## src/rtl/p2s_pkg.sv

```systemverilog
// p2s_pkg -- shared types and elaboration helpers for the p2s_stream
// parallel-to-serial converter.
//   p2s_state_e : FSM state encoding (P2S_IDLE, P2S_SHIFT)
//   p2s_beats   : number of LANE-bit beats per WIDTH-bit word
//   p2s_cw      : beat counter width, never less than one bit
package p2s_pkg;

  typedef enum logic {
    P2S_IDLE  = 1'b0,
    P2S_SHIFT = 1'b1
  } p2s_state_e;

  function automatic int p2s_beats(input int width, input int lane);
    // A zero lane is rejected at elaboration; return 1 so the divide is safe.
    return (lane == 0) ? 1 : width / lane;
  endfunction

  function automatic int p2s_cw(input int beats);
    return (beats <= 1) ? 1 : $clog2(beats);
  endfunction

endpackage

```

## src/rtl/p2s_beat_counter.sv

```systemverilog
// p2s_beat_counter -- beat index within the word being serialised.
// Ports:
//   clk_sig   : clock, rising edge
//   reset_sig : synchronous reset, active-low
//   inc       : advance to the next beat
//   clear     : return to beat 0 (wins over inc)
//   is_last   : current beat is BEATS-1
module p2s_beat_counter
  import p2s_pkg::*;
#(
  parameter int CW    = 1,
  parameter int BEATS = 1
) (
  input  logic clk_sig,
  input  logic reset_sig,
  input  logic inc,
  input  logic clear,
  output logic is_last
);

  localparam logic [CW-1:0] LAST_BEAT = CW'(BEATS - 1);

  logic [CW-1:0] count;

  always_ff @(posedge clk_sig) begin
    if (!reset_sig) begin
      count <= '0;
    end else if (clear) begin
      count <= '0;
    end else if (inc) begin
      count <= count + CW'(1);
    end
  end

  assign is_last = (count == LAST_BEAT);

endmodule

```

## src/rtl/p2s_stream.sv

```systemverilog
// p2s_stream -- flow-controlled parallel-to-serial converter. A WIDTH-bit
// word accepted on the input handshake leaves as WIDTH/LANE beats of LANE
// bits, LSB-first (MSB_FIRST=0) or MSB-first (MSB_FIRST=1). Back-to-back
// words stream without a gap beat.
// Ports:
//   clk_sig       : clock, rising edge
//   reset_sig     : synchronous reset, active-low
//   parallel_sig  : word to serialise, sampled on input handshake
//   in_valid_sig  : parallel_sig valid
//   in_ready_sig  : a word can be taken this cycle
//   serial_sig    : current LANE-bit beat
//   out_valid_sig : serial_sig valid
//   out_ready_sig : downstream takes the beat
//   out_last_sig  : current beat is the last of its word
// Optional build macro P2S_UNDERRUN_EN adds:
//   underrun_sig     : sticky, idle-with-ready seen after a completed word
//   underrun_cnt_sig : count of such cycles, saturates at 255
module p2s_stream
  import p2s_pkg::*;
#(
  parameter int WIDTH     = 2,
  parameter int LANE      = 1,
  parameter int MSB_FIRST = 0
) (
  input  logic             clk_sig,
  input  logic             reset_sig,
  input  logic [WIDTH-1:0] parallel_sig,
  input  logic             in_valid_sig,
  output logic             in_ready_sig,
  output logic [LANE-1:0]  serial_sig,
  output logic             out_valid_sig,
  input  logic             out_ready_sig,
  output logic             out_last_sig
`ifdef P2S_UNDERRUN_EN
  ,
  output logic             underrun_sig,
  output logic [7:0]       underrun_cnt_sig
`endif
);

  localparam int BEATS = p2s_beats(WIDTH, LANE);
  localparam int CW    = p2s_cw(BEATS);

  generate
    if (LANE < 1) begin : g_bad_lane
      $error("p2s_stream: LANE must be at least 1");
    end else if (WIDTH < 1) begin : g_bad_width
      $error("p2s_stream: WIDTH must be at least 1");
    end else if ((WIDTH % LANE) != 0) begin : g_bad_ratio
      $error("p2s_stream: WIDTH must be a multiple of LANE");
    end
  endgenerate

  p2s_state_e       state;
  logic [WIDTH-1:0] shift_buf;
  logic [WIDTH-1:0] shifted;
  logic             valid_q;
  logic             cnt_last;
  logic             in_fire;
  logic             out_fire;
  logic             word_end;

  // valid_q mirrors state==P2S_SHIFT as a registered output.
  assign out_valid_sig = valid_q;
  assign out_last_sig  = valid_q && cnt_last;
  assign in_ready_sig  = reset_sig &&
                         ((state == P2S_IDLE) || (out_last_sig && out_ready_sig));
  assign in_fire       = in_valid_sig && in_ready_sig;
  assign out_fire      = valid_q && out_ready_sig;
  assign word_end      = out_fire && cnt_last;

  generate
    if (MSB_FIRST != 0) begin : g_msb
      assign serial_sig = shift_buf[WIDTH-1 -: LANE];
      assign shifted    = shift_buf << LANE;
    end else begin : g_lsb
      assign serial_sig = shift_buf[LANE-1:0];
      assign shifted    = shift_buf >> LANE;
    end
  endgenerate

  p2s_beat_counter #(
    .CW    (CW),
    .BEATS (BEATS)
  ) u_beat_counter (
    .clk_sig   (clk_sig),
    .reset_sig (reset_sig),
    .inc       (out_fire && !cnt_last),
    .clear     (in_fire || word_end),
    .is_last   (cnt_last)
  );

  always_ff @(posedge clk_sig) begin
    if (!reset_sig) begin
      state     <= P2S_IDLE;
      shift_buf <= '0;
      valid_q   <= 1'b0;
    end else begin
      case (state)
        P2S_IDLE: begin
          if (in_fire) begin
            shift_buf <= parallel_sig;
            valid_q   <= 1'b1;
            state     <= P2S_SHIFT;
          end
        end
        P2S_SHIFT: begin
          if (out_fire) begin
            if (!cnt_last) begin
              shift_buf <= shifted;
            end else if (in_fire) begin
              // Next word follows the last beat with no bubble.
              shift_buf <= parallel_sig;
            end else begin
              valid_q <= 1'b0;
              state   <= P2S_IDLE;
            end
          end
        end
        default: begin
          valid_q <= 1'b0;
          state   <= P2S_IDLE;
        end
      endcase
    end
  end

`ifdef P2S_UNDERRUN_EN
  logic word_seen;

  always_ff @(posedge clk_sig) begin
    if (!reset_sig) begin
      word_seen        <= 1'b0;
      underrun_sig     <= 1'b0;
      underrun_cnt_sig <= 8'd0;
    end else begin
      if (word_end) begin
        word_seen <= 1'b1;
      end
      // Downstream was ready but we had nothing to send.
      if ((state == P2S_IDLE) && out_ready_sig && word_seen) begin
        underrun_sig <= 1'b1;
        if (underrun_cnt_sig != 8'hFF) begin
          underrun_cnt_sig <= underrun_cnt_sig + 8'd1;
        end
      end
    end
  end
`endif

endmodule

```

## config.mk

```make
export PLATFORM = sky130hd
export DESIGN_NAME = p2s_stream
export DESIGN_NICKNAME = d
export VERILOG_FILES = /design/src/rtl/p2s_pkg.sv /design/src/rtl/p2s_beat_counter.sv /design/src/rtl/p2s_stream.sv
export SDC_FILE = /design/constraint.sdc
export NUM_CORES = 1
export LEC_CHECK = 0
export CAP_MARGIN = 20
export CORE_AREA = 2 2 39 41
export DETAILED_ROUTE_END_ITERATION = 8
export DIE_AREA = 0 0 41 43
export PLACE_DENSITY_LB_ADDON = 0.05
export SYNTH_ARGS = -nofsm -noshare
export SYNTH_HDL_FRONTEND = slang
export SYNTH_SLANG_ARGS = --single-unit
```

## constraint.sdc

```tcl
create_clock -name clk_sig -period 3.1 [get_ports clk_sig]
set_input_delay 0.465 -clock clk_sig [delete_from_list [all_inputs] [get_ports clk_sig]]
set_output_delay 0.465 -clock clk_sig [all_outputs]
set_load 0.05 [all_outputs]
```

==> impl_metrics.py, run 1 <==
metrics = {
    "critical_path": {
        "critPathCaptureType": "output port",
        "crit_chain": "clkdlybuf4s50_1 -> inv_1 -> nor2_1 -> clkdlybuf4s50_1",
        "worstPathArrival_ns": 2.08,
        "crit_family": "buffers and inverters",
        "r2r_setup_slack_ns": 1.97,
        "crit_path_frequent_cell": "clkdlybuf4s50_1",
        "worstPathRequired_ns": 2.63,
        "critPathMaxFanout": 6,
        "crit_path_start_kind": "input port",
        "crit_path_top_delay_cell": "clkdlybuf4s50_1",
        "critPathMaxStageDelay_ns": 0.80,
        "path_buf_inv": 3,
        "criticalPathCategory": "in -> out",
    },
    "floorplanning": {
        "die_height_um": 43,
        "start_util_pct": 19.3,
        "num_rows": 14,
        "fp.dieW_um": 41,
        "ioPinCount": 10,
        "design.die.area_um2": 1760,
        "core_area_um2": 1380,
    },
    "clock_network": {
        "path_clk_slew_ns": 0.04,
        "cts_tree": "built",
        "ctsResizeCount": 0,
        "cts-htree-levels": 1,
        "cts_hold_buf": 0,
        "cts_buffers": 3,
        "cts_sinks": 5,
        "root_buffer": "clkbuf_4",
        "clkLatencyLatePin_ns": 0.23,
        "clockBufferDepth": 2,
        "cts_setup_buffers": 0,
    },
    "finish": {
        "num_antenna_cells": 0,
        "fill_cells": 160,
        "nNetsFinal": 50,
        "drive_above_1_share_pct": 18.6,
        "post-route-util_pct": 29.2,
        "stdcell_count": 59,
        "synthToLayoutAreaGrowth_pct": 50.9,
    },
    "grt": {
        "overflow": 0,
        "grt_max_degree": 8,
        "grt_usage_pct": 8.65,
        "grt_pass1_wl_mm": 1.02,
        "grt_pass1_vias": 259,
        "antenna_found_initial": 0,
    },
    "timing": {
        "tightest_slew_ns": 0.492,
        "drv_slew": 0,
        "rsz0062_at_grt": "no",
        "fin_skew_ns": 0.00239,
        "setup_tns_ns": 0,
        "relSlewSlack_pct": 67.1,
        "finalHoldViolations": 0,
        "fmax_mhz": 394,
        "fin_crit_sh_pct": 82.0,
        "fin_crit_ns": 2.54,
        "final-setup-viol-count": 0,
    },
    "route": {
        "drt-total-wl_um": 617,
        "num_vias": 250,
        "vias_per_cell": 4.24,
        "wl_per_cell_um": 10.5,
        "drt_first_iter_violations": 3,
        "first_pass_iters": 4,
        "drc": 0,
        "final_antenna_net_count": 0,
    },
    "place": {
        "place.gp.congestion": 0.699,
        "port_buffers": 9,
        "place_inst": 55,
    },
    "power_and_ir_drop": {
        "peakVddDrop_uv": 191,
        "clockPowerShare_pct": 37.5,
        "power_leakage_nw": 0.149,
        "total_power_w": 0.000195,
        "p_sw_w": 0.0000565,
        "cellPowerDensity_nw_per_um2": 484,
        "sequentialPowerShare_pct": 38.1,
        "swShare_pct": 28.9,
        "comb_power_share_pct": 24.4,
        "p_int_w": 0.000139,
    },
    "synth": {
        "synth_cell_type_count": 21,
        "yosysWarnings": 0,
        "synthCells": 30,
        "syn_area_um2": 268,
        "synth_nets": 36,
        "synth_area_per_cell_um2": 8.93,
        "ys_seq_elements": 5,
        "seq_area_frac_synth_pct": 37.4,
    },
    "hold_path": {
        "holdCritPathClass": "reg -> reg",
    },
    "outcome": {
        "outcome": "finished, final reports clean",
    },
    "flow_run": {
        "cap_violations": 0,
    },
}
final timing paths:
check,start,endpoint,cells past startpoint
worst max-delay path,reset_sig,in_ready_sig,4
worst min register to register,shift_buf[1]$_SDFFE_PN0N_,shift_buf[1]$_SDFFE_PN0N_,2
worst max register to register,u_beat_counter.is_last$_SDFFE_PP0P_,shift_buf[0]$_SDFFE_PN0N_,3
worst min-delay path,shift_buf[1]$_SDFFE_PN0N_,shift_buf[1]$_SDFFE_PN0N_,2
per-stage QoR:
step           hold WS (ns)  worst slack [ns]  area (µm²)
2_1_floorplan         0.466              1.09         268
3_3_place_gp          0.502             0.593         378
3_5_place_dp          0.503             0.549         378
4_1_cts               0.509             0.551         404
5_1_grt               0.544             0.490         404
6_report              0.506             0.559         404
synth_stat cells:
cell type | count | area share, %
a2111oi_2 | 1 | 5.6
a211oi_1 | 1 | 2.8
a21oi_1 | 1 | 1.9
a22oi_1 | 1 | 2.8
a31oi_1 | 1 | 2.3
and2_2 | 1 | 2.8
and2b_1 | 1 | 2.8
dfxtp_1 | 5 | 37
inv_1 | 2 | 2.8
nand2_1 | 4 | 5.6
nand2b_2 | 1 | 3.3
nand3_1 | 1 | 1.9
nor2_1 | 2 | 2.8
nor3b_1 | 1 | 2.8
nor3b_2 | 1 | 4.7
o21a_1 | 1 | 2.8
o21ai_1 | 1 | 1.9
o22ai_1 | 1 | 2.3
o22ai_2 | 1 | 4.7
o31ai_1 | 1 | 2.8
xor2_1 | 1 | 3.3
power groups by stage:
stage               clock network, W  registers (W)   logic, W
CTS                        0.0000762      0.0000744  0.0000482
global route               0.0000821      0.0000752  0.0000514
global placement                   0      0.0000756  0.0000484
detailed placement                 0      0.0000756  0.0000480
floorplan                          0      0.0000828  0.0000216
finish                     0.0000732      0.0000745  0.0000477
worst reg2reg max path, cell delays in order (launching register included):
cell and delay (ns):
dfxtp_1 0.41, nand2b_2 0.18, o22ai_2 0.08, a2111oi_2 0.35
logic make-up (layout without fill, tap and decap cells):
family / after synthesis / in the layout / synth area share [%]
compound gates: 10 / 10 / 29.9
xor+xnor: 1 / 1 / 3.27
buf+inv: 2 / 15 / 2.80
flops: 5 / 5 / 37.4
simple gates: 12 / 12 / 26.6
state kept, by name (all words and copies together), names as in the netlist:
| signal | cells |
|---|---|
| state | 1 |
| u_beat_counter.is_last | 1 |
| out_valid_sig | 1 |
| shift_buf | 2 |
layout make-up:
cell class                      instances  area, µm²  area share [%]
Clock buffer                            4       26.3            6.50
Sequential cell                         5        100            24.8
Inverter                                2       7.51            1.86
Tap cell                               16       20.0            4.95
Timing Repair Buffer                    9       90.1            22.3
Multi-Input combinational cell         23        160            39.6
placed cells by master, fill, tap and decap left out, types with 2 or more instances in the layout:
| cell | instances |
|---|---|
| dfxtp_1 | 5 |
| clkbuf_4 | 3 |
| nand2_1 | 4 |
| nor2_1 | 2 |
| clkdlybuf4s50_1 | 9 |
| inv_1 | 2 |
per-layer routing:
layer | global-route usage, % | routed length (µm) | part of all wire [%] | vias up
met5 | 0 | 0 | 0 | -
met4 | 6.00 | 0 | 0 | 0
met3 | 3.14 | 50 | 8.1 | 0
met2 | 11.6 | 269 | 44 | 10
met1 | 11.0 | 297 | 48 | 105
li1 | - | - | - | 135
No activity file was read; power rests on OpenSTA's default activity.
==> inputs of run 2 (changes only) <==
==> constraint.sdc (replaced) <==
create_clock -name clk_sig -period 2.4 [get_ports clk_sig]
set_input_delay 0.36 -clock clk_sig [delete_from_list [all_inputs] [get_ports clk_sig]]
set_output_delay 0.36 -clock clk_sig [all_outputs]
set_load 0.05 [all_outputs]
==> run 2 against run 1 <==
Sequential share of layout area down 0.60 points. First-iteration DRC count increased to 2.7 times the previous value. Sequential power up 29%. Register-to-register slack worse by 0.76 ns. Total power rose by 32%. Clock power is 32% higher. Global-route usage rose by 1.1 points. Cell area rose by 2.5%. Routed wire length is 6.3% higher. Core utilization grew 0.72 points. Critical path type is now reg -> out. Critical endpoint is now out_last_sig. Highest routed layer is now met4.
==> impl_metrics.py, run 2 (synthesis gave the netlist of run 1 again) <==
metrics = {
    "outcome": {
        "outcome": "finished, final reports clean",
    },
    "route": {
        "wl_per_cell_um": 11.1,
        "vias_per_cell": 4.59,
        "drt-total-wl_um": 656,
        "num_vias": 271,
        "final_antenna_net_count": 0,
        "drc": 0,
        "first_pass_iters": 4,
        "drt_first_iter_violations": 8,
    },
    "clock_network": {
        "clkLatencyLatePin_ns": 0.24,
        "cts_tree": "built",
        "path_clk_slew_ns": 0.05,
        "cts_setup_buffers": 0,
        "cts_hold_buf": 0,
        "cts_sinks": 5,
        "root_buffer": "clkbuf_4",
        "ctsResizeCount": 0,
        "clockBufferDepth": 2,
        "cts_buffers": 3,
        "cts-htree-levels": 1,
    },
    "hold_path": {
        "holdCritPathClass": "reg -> reg",
        "min_to": "shift_buf[1]$_SDFFE_PN0N_",
        "holdPathStages": 2,
        "worstHoldStart": "shift_buf[1]$_SDFFE_PN0N_",
    },
    "floorplanning": {
        "design.die.area_um2": 1760,
        "fp.dieW_um": 41,
        "ioPinCount": 10,
        "core_area_um2": 1380,
        "start_util_pct": 19.3,
        "num_rows": 14,
        "die_height_um": 43,
    },
    "power_and_ir_drop": {
        "peakVddDrop_uv": 235,
        "power_leakage_nw": 0.154,
        "cellPowerDensity_nw_per_um2": 622,
    },
    "finish": {
        "nNetsFinal": 50,
        "final_area_um2": 414,
        "num_antenna_cells": 0,
        "multi_input_area_um2": 160,
        "layout_common_cells": "clkdlybuf4s50_1, dfxtp_1, nand2_1",
        "synthToLayoutAreaGrowth_pct": 54.7,
        "largest_register": "shift_buf",
        "fill_cells": 158,
        "drive_above_1_share_pct": 20.9,
        "largest_register_ffs": 2,
        "post-route-util_pct": 29.9,
        "ff_latch_area_um2": 100,
        "final_common_cell": "clkdlybuf4s50_1",
    },
    "grt": {
        "overflow": 0,
        "antenna_found_initial": 0,
        "grt_usage_pct": 9.73,
        "grt_max_degree": 8,
        "grt_pass1_vias": 243,
        "grt_pass1_wl_mm": 1.04,
    },
    "critical_path": {
        "criticalPathCategory": "reg -> out",
        "worstPathRequired_ns": 2.04,
        "critPathCaptureType": "output port",
        "critPathMaxFanout": 6,
        "regToRegEndpoint": "shift_buf[0]$_SDFFE_PN0N_",
        "r2r_start": "u_beat_counter.is_last$_SDFFE_PP0P_",
        "crit_path_start_kind": "flop",
        "r2r_setup_slack_ns": 1.21,
        "worstPathArrival_ns": 1.66,
        "r2r_cells": 3,
    },
    "timing": {
        "rsz0062_at_grt": "no",
        "fin_crit_ns": 2.02,
        "relSlewSlack_pct": 66.4,
        "fin_crit_sh_pct": 84.1,
        "final-setup-viol-count": 0,
        "fin_skew_ns": 0.00479,
        "fmax_mhz": 495,
        "drv_slew": 0,
        "tightest_slew_ns": 0.503,
        "worst_hold_slack_ns": 0.505,
        "finalHoldViolations": 0,
        "setup_tns_ns": 0,
    },
    "place": {
        "place.gp.congestion": 0.642,
        "hpwl_um": 500,
        "port_buffers": 9,
        "dpl_cell_area_um2": 388,
    },
    "flow_run": {
        "cap_violations": 0,
    },
}
-- run 2: cell types whose count changed in the layout (fill, tap and decap cells not counted), sizes merged --
cell,previous run,this run
buf,0,1
clkdlybuf4s50,9,8
-- run 2: critical path, cell delays in order, from the launching register on --
cell and delay, ns:
dfxtp_1 0.44, and2_2 0.18, clkdlybuf4s50_1 0.80
-- run 2: how the worst max path moves through the flow --
stage | start | to | slack (ns) | cells after the start
2_1_floorplan | out_valid_sig$_SDFFE_PN0P_ | in_ready_sig | 0.49 | 2
3_3_place_gp | out_ready_sig | in_ready_sig | 0.61 | 4
3_5_place_dp | reset_sig | in_ready_sig | 0.64 | 4
4_1_cts | u_beat_counter.is_last$_SDFFE_PP0P_ | out_last_sig | 0.36 | 2
5_1_grt | u_beat_counter.is_last$_SDFFE_PP0P_ | out_last_sig | 0.32 | 2
6_report | u_beat_counter.is_last$_SDFFE_PP0P_ | out_last_sig | 0.38 | 2
-- run 2: area by class of cell --
cell class	instances	share of cell area [%]
Sequential cell	5	24.2
Tap cell	16	4.83
Multi-Input combinational cell	23	38.7
Timing Repair Buffer	9	24.2
Clock buffer	4	6.34
Inverter	2	1.81
-- run 2: report_power, final --
part	switching [W]	total [W]	internal [W]	leakage, nW
logic	0.0000350	0.0000646	0.0000296	0.0981
clock network	0.0000341	0.0000969	0.0000628	0.0150
registers	0.00000655	0.0000961	0.0000896	0.0414
-- run 2: metrics by stage --
step                total power [W]  std cells  setup slack [ns]
detailed placement         0.000163         55             0.641
finish                     0.000258         59             0.381
global route               0.000280         59             0.317
floorplan                  0.000135         30             0.494
global placement           0.000163         55             0.613
CTS                        0.000266         59             0.363
-- run 2: routing by layer --
| metal | vias to the layer above | global-route usage (%) | wire length (µm) |
|---|---|---|---|
| met5 | - | 0 | 0 |
| met4 | 0 | 10.0 | 10 |
| met3 | 2 | 4.71 | 59 |
| met2 | 16 | 11.3 | 300 |
| met1 | 118 | 11.9 | 286 |
| li1 | 135 | - | - |
==> inputs of run 3 (changes only) <==
==> constraint.sdc (replaced) <==
create_clock -name clk_sig -period 1.9 [get_ports clk_sig]
set_input_delay 0.285 -clock clk_sig [delete_from_list [all_inputs] [get_ports clk_sig]]
set_output_delay 0.285 -clock clk_sig [all_outputs]
set_load 0.05 [all_outputs]
==> run 3 against run 2 <==
Total power rose by 28%. Via count rose by 3.7%. Count of clock-buffer cells in the layout did not move. Cell area rose by 1.2%. Highest routed layer unchanged. Setup slack got worse by 0.22 ns. Worst hold slack got worse by 0.0080 ns. Critical path type unchanged. Routed wire length rose by 2.9%. Sequential power rose by 27%. Non-clock buffer count rose by 1.
==> impl_metrics.py, run 3 (synthesis gave the netlist of run 1 again) <==
metrics = {
    "grt": {
        "grt_usage_pct": 10.2,
        "antenna_found_initial": 0,
        "grt_pass1_vias": 282,
        "grt_max_degree": 7,
        "grt_pass1_wl_mm": 1.13,
        "overflow": 0,
    },
    "finish": {
        "final_common_cell": "clkdlybuf4s50_1",
        "post-route-util_pct": 30.3,
        "largest_register": "shift_buf",
        "num_antenna_cells": 0,
        "drive_above_1_share_pct": 25.0,
        "largest_register_ffs": 2,
        "synthToLayoutAreaGrowth_pct": 56.5,
        "stdcell_count": 60,
        "ff_latch_area_um2": 100,
        "layout_common_cells": "clkdlybuf4s50_1, dfxtp_1, nand2_1",
        "multi_input_area_um2": 160,
        "final_area_um2": 419,
        "nNetsFinal": 51,
        "fill_cells": 152,
    },
    "timing": {
        "rsz0062_at_grt": "no",
        "tightest_slew_ns": 0.501,
        "relSlewSlack_pct": 66.5,
        "fmax_mhz": 577,
        "final-setup-viol-count": 0,
        "drv_slew": 0,
        "fin_crit_sh_pct": 91.3,
        "finalHoldViolations": 0,
        "fin_skew_ns": 0.000864,
        "fin_crit_ns": 1.73,
        "setup_tns_ns": 0,
    },
    "route": {
        "wl_per_cell_um": 11.3,
        "drt_first_iter_violations": 9,
        "num_vias": 281,
        "first_pass_iters": 4,
        "vias_per_cell": 4.68,
        "final_antenna_net_count": 0,
        "drt-total-wl_um": 675,
        "drc": 0,
    },
    "critical_path": {
        "crit_path_top_delay_cell": "clkdlybuf4s50_1",
        "crit_chain": "clkdlybuf4s50_1",
        "worstPathArrival_ns": 1.45,
        "critPathMaxFanout": 5,
        "criticalPathCategory": "reg -> out",
        "r2r_start": "u_beat_counter.is_last$_SDFFE_PP0P_",
        "regToRegEndpoint": "shift_buf[0]$_SDFFE_PN0N_",
        "r2r_cells": 3,
        "crit_start": "out_valid_sig$_SDFFE_PN0P_",
        "worstPathRequired_ns": 1.62,
        "path_buf_inv": 1,
        "critPathCaptureType": "output port",
        "r2r_setup_slack_ns": 0.75,
        "crit_path_start_kind": "flop",
        "critPathMaxStageDelay_ns": 0.83,
        "crit_family": "buffers and inverters",
    },
    "floorplanning": {
        "fp.dieW_um": 41,
        "start_util_pct": 19.3,
        "design.die.area_um2": 1760,
        "die_height_um": 43,
        "num_rows": 14,
        "ioPinCount": 10,
        "core_area_um2": 1380,
    },
    "clock_network": {
        "cts_setup_buffers": 0,
        "ctsResizeCount": 0,
        "path_clk_slew_ns": 0.04,
        "cts_buffers": 3,
        "cts_sinks": 5,
        "root_buffer": "clkbuf_4",
        "cts-htree-levels": 1,
        "clockBufferDepth": 2,
        "clkLatencyLatePin_ns": 0.24,
        "cts_tree": "built",
        "cts_hold_buf": 0,
    },
    "place": {
        "place.gp.congestion": 0.664,
        "hpwl_um": 520,
        "place_inst": 56,
        "dpl_cell_area_um2": 393,
        "port_buffers": 9,
    },
    "flow_run": {
        "cap_violations": 0,
    },
    "hold_path": {
        "holdCritPathClass": "reg -> reg",
        "holdPathStages": 2,
        "worstHoldStart": "shift_buf[1]$_SDFFE_PN0N_",
        "min_to": "shift_buf[1]$_SDFFE_PN0N_",
    },
    "power_and_ir_drop": {
        "power_leakage_nw": 0.161,
        "cellPowerDensity_nw_per_um2": 786,
        "peakVddDrop_uv": 307,
    },
    "outcome": {
        "outcome": "finished, final reports clean",
    },
}
-- run 3: cell types whose count changed in the layout (fill, tap and decap cells not counted) --
cell,before,now
buf_4,0,2
clkdlybuf4s50_1,8,7
-- run 3: through the flow --
stage	hold slack (ns)	total power, W	setup WS [ns]
after floorplan	0.385	0.000170	0.0694
after global placement	0.481	0.000207	0.244
after detailed placement	0.493	0.000207	0.274
after CTS	0.499	0.000336	0.152
after global routing	0.517	0.000353	0.122
final	0.497	0.000330	0.165
-- run 3: metal layers --
layer	part of all wire (%)	wire length [µm]	track usage (%)
met2	45	305	12.2
met5	0	0	0
met3	8.3	56	3.66
met4	1.6	11	12.0
met1	45	302	11.9
-- run 3: how the worst max path moves through the flow --
stage / to / slack (ns) / cells past startpoint
floorplan: in_ready_sig / 0.07 / 2
detailed placement: in_ready_sig / 0.27 / 4
CTS: out_valid_sig / 0.15 / 1
global route: out_valid_sig / 0.12 / 1
global placement: in_ready_sig / 0.24 / 4
finish: out_valid_sig / 0.17 / 1
-- run 3: layout make-up --
| class | count | area share, % |
|---|---|---|
| Timing Repair Buffer | 10 | 25.1 |
| Tap cell | 16 | 4.78 |
| Inverter | 2 | 1.79 |
| Clock buffer | 4 | 6.27 |
| Sequential cell | 5 | 23.9 |
| Multi-Input combinational cell | 23 | 38.2 |
-- run 3: power breakdown --
group          switching [W]  internal, W
registers         0.00000837     0.000113
clock network      0.0000448    0.0000795
logic              0.0000451    0.0000386
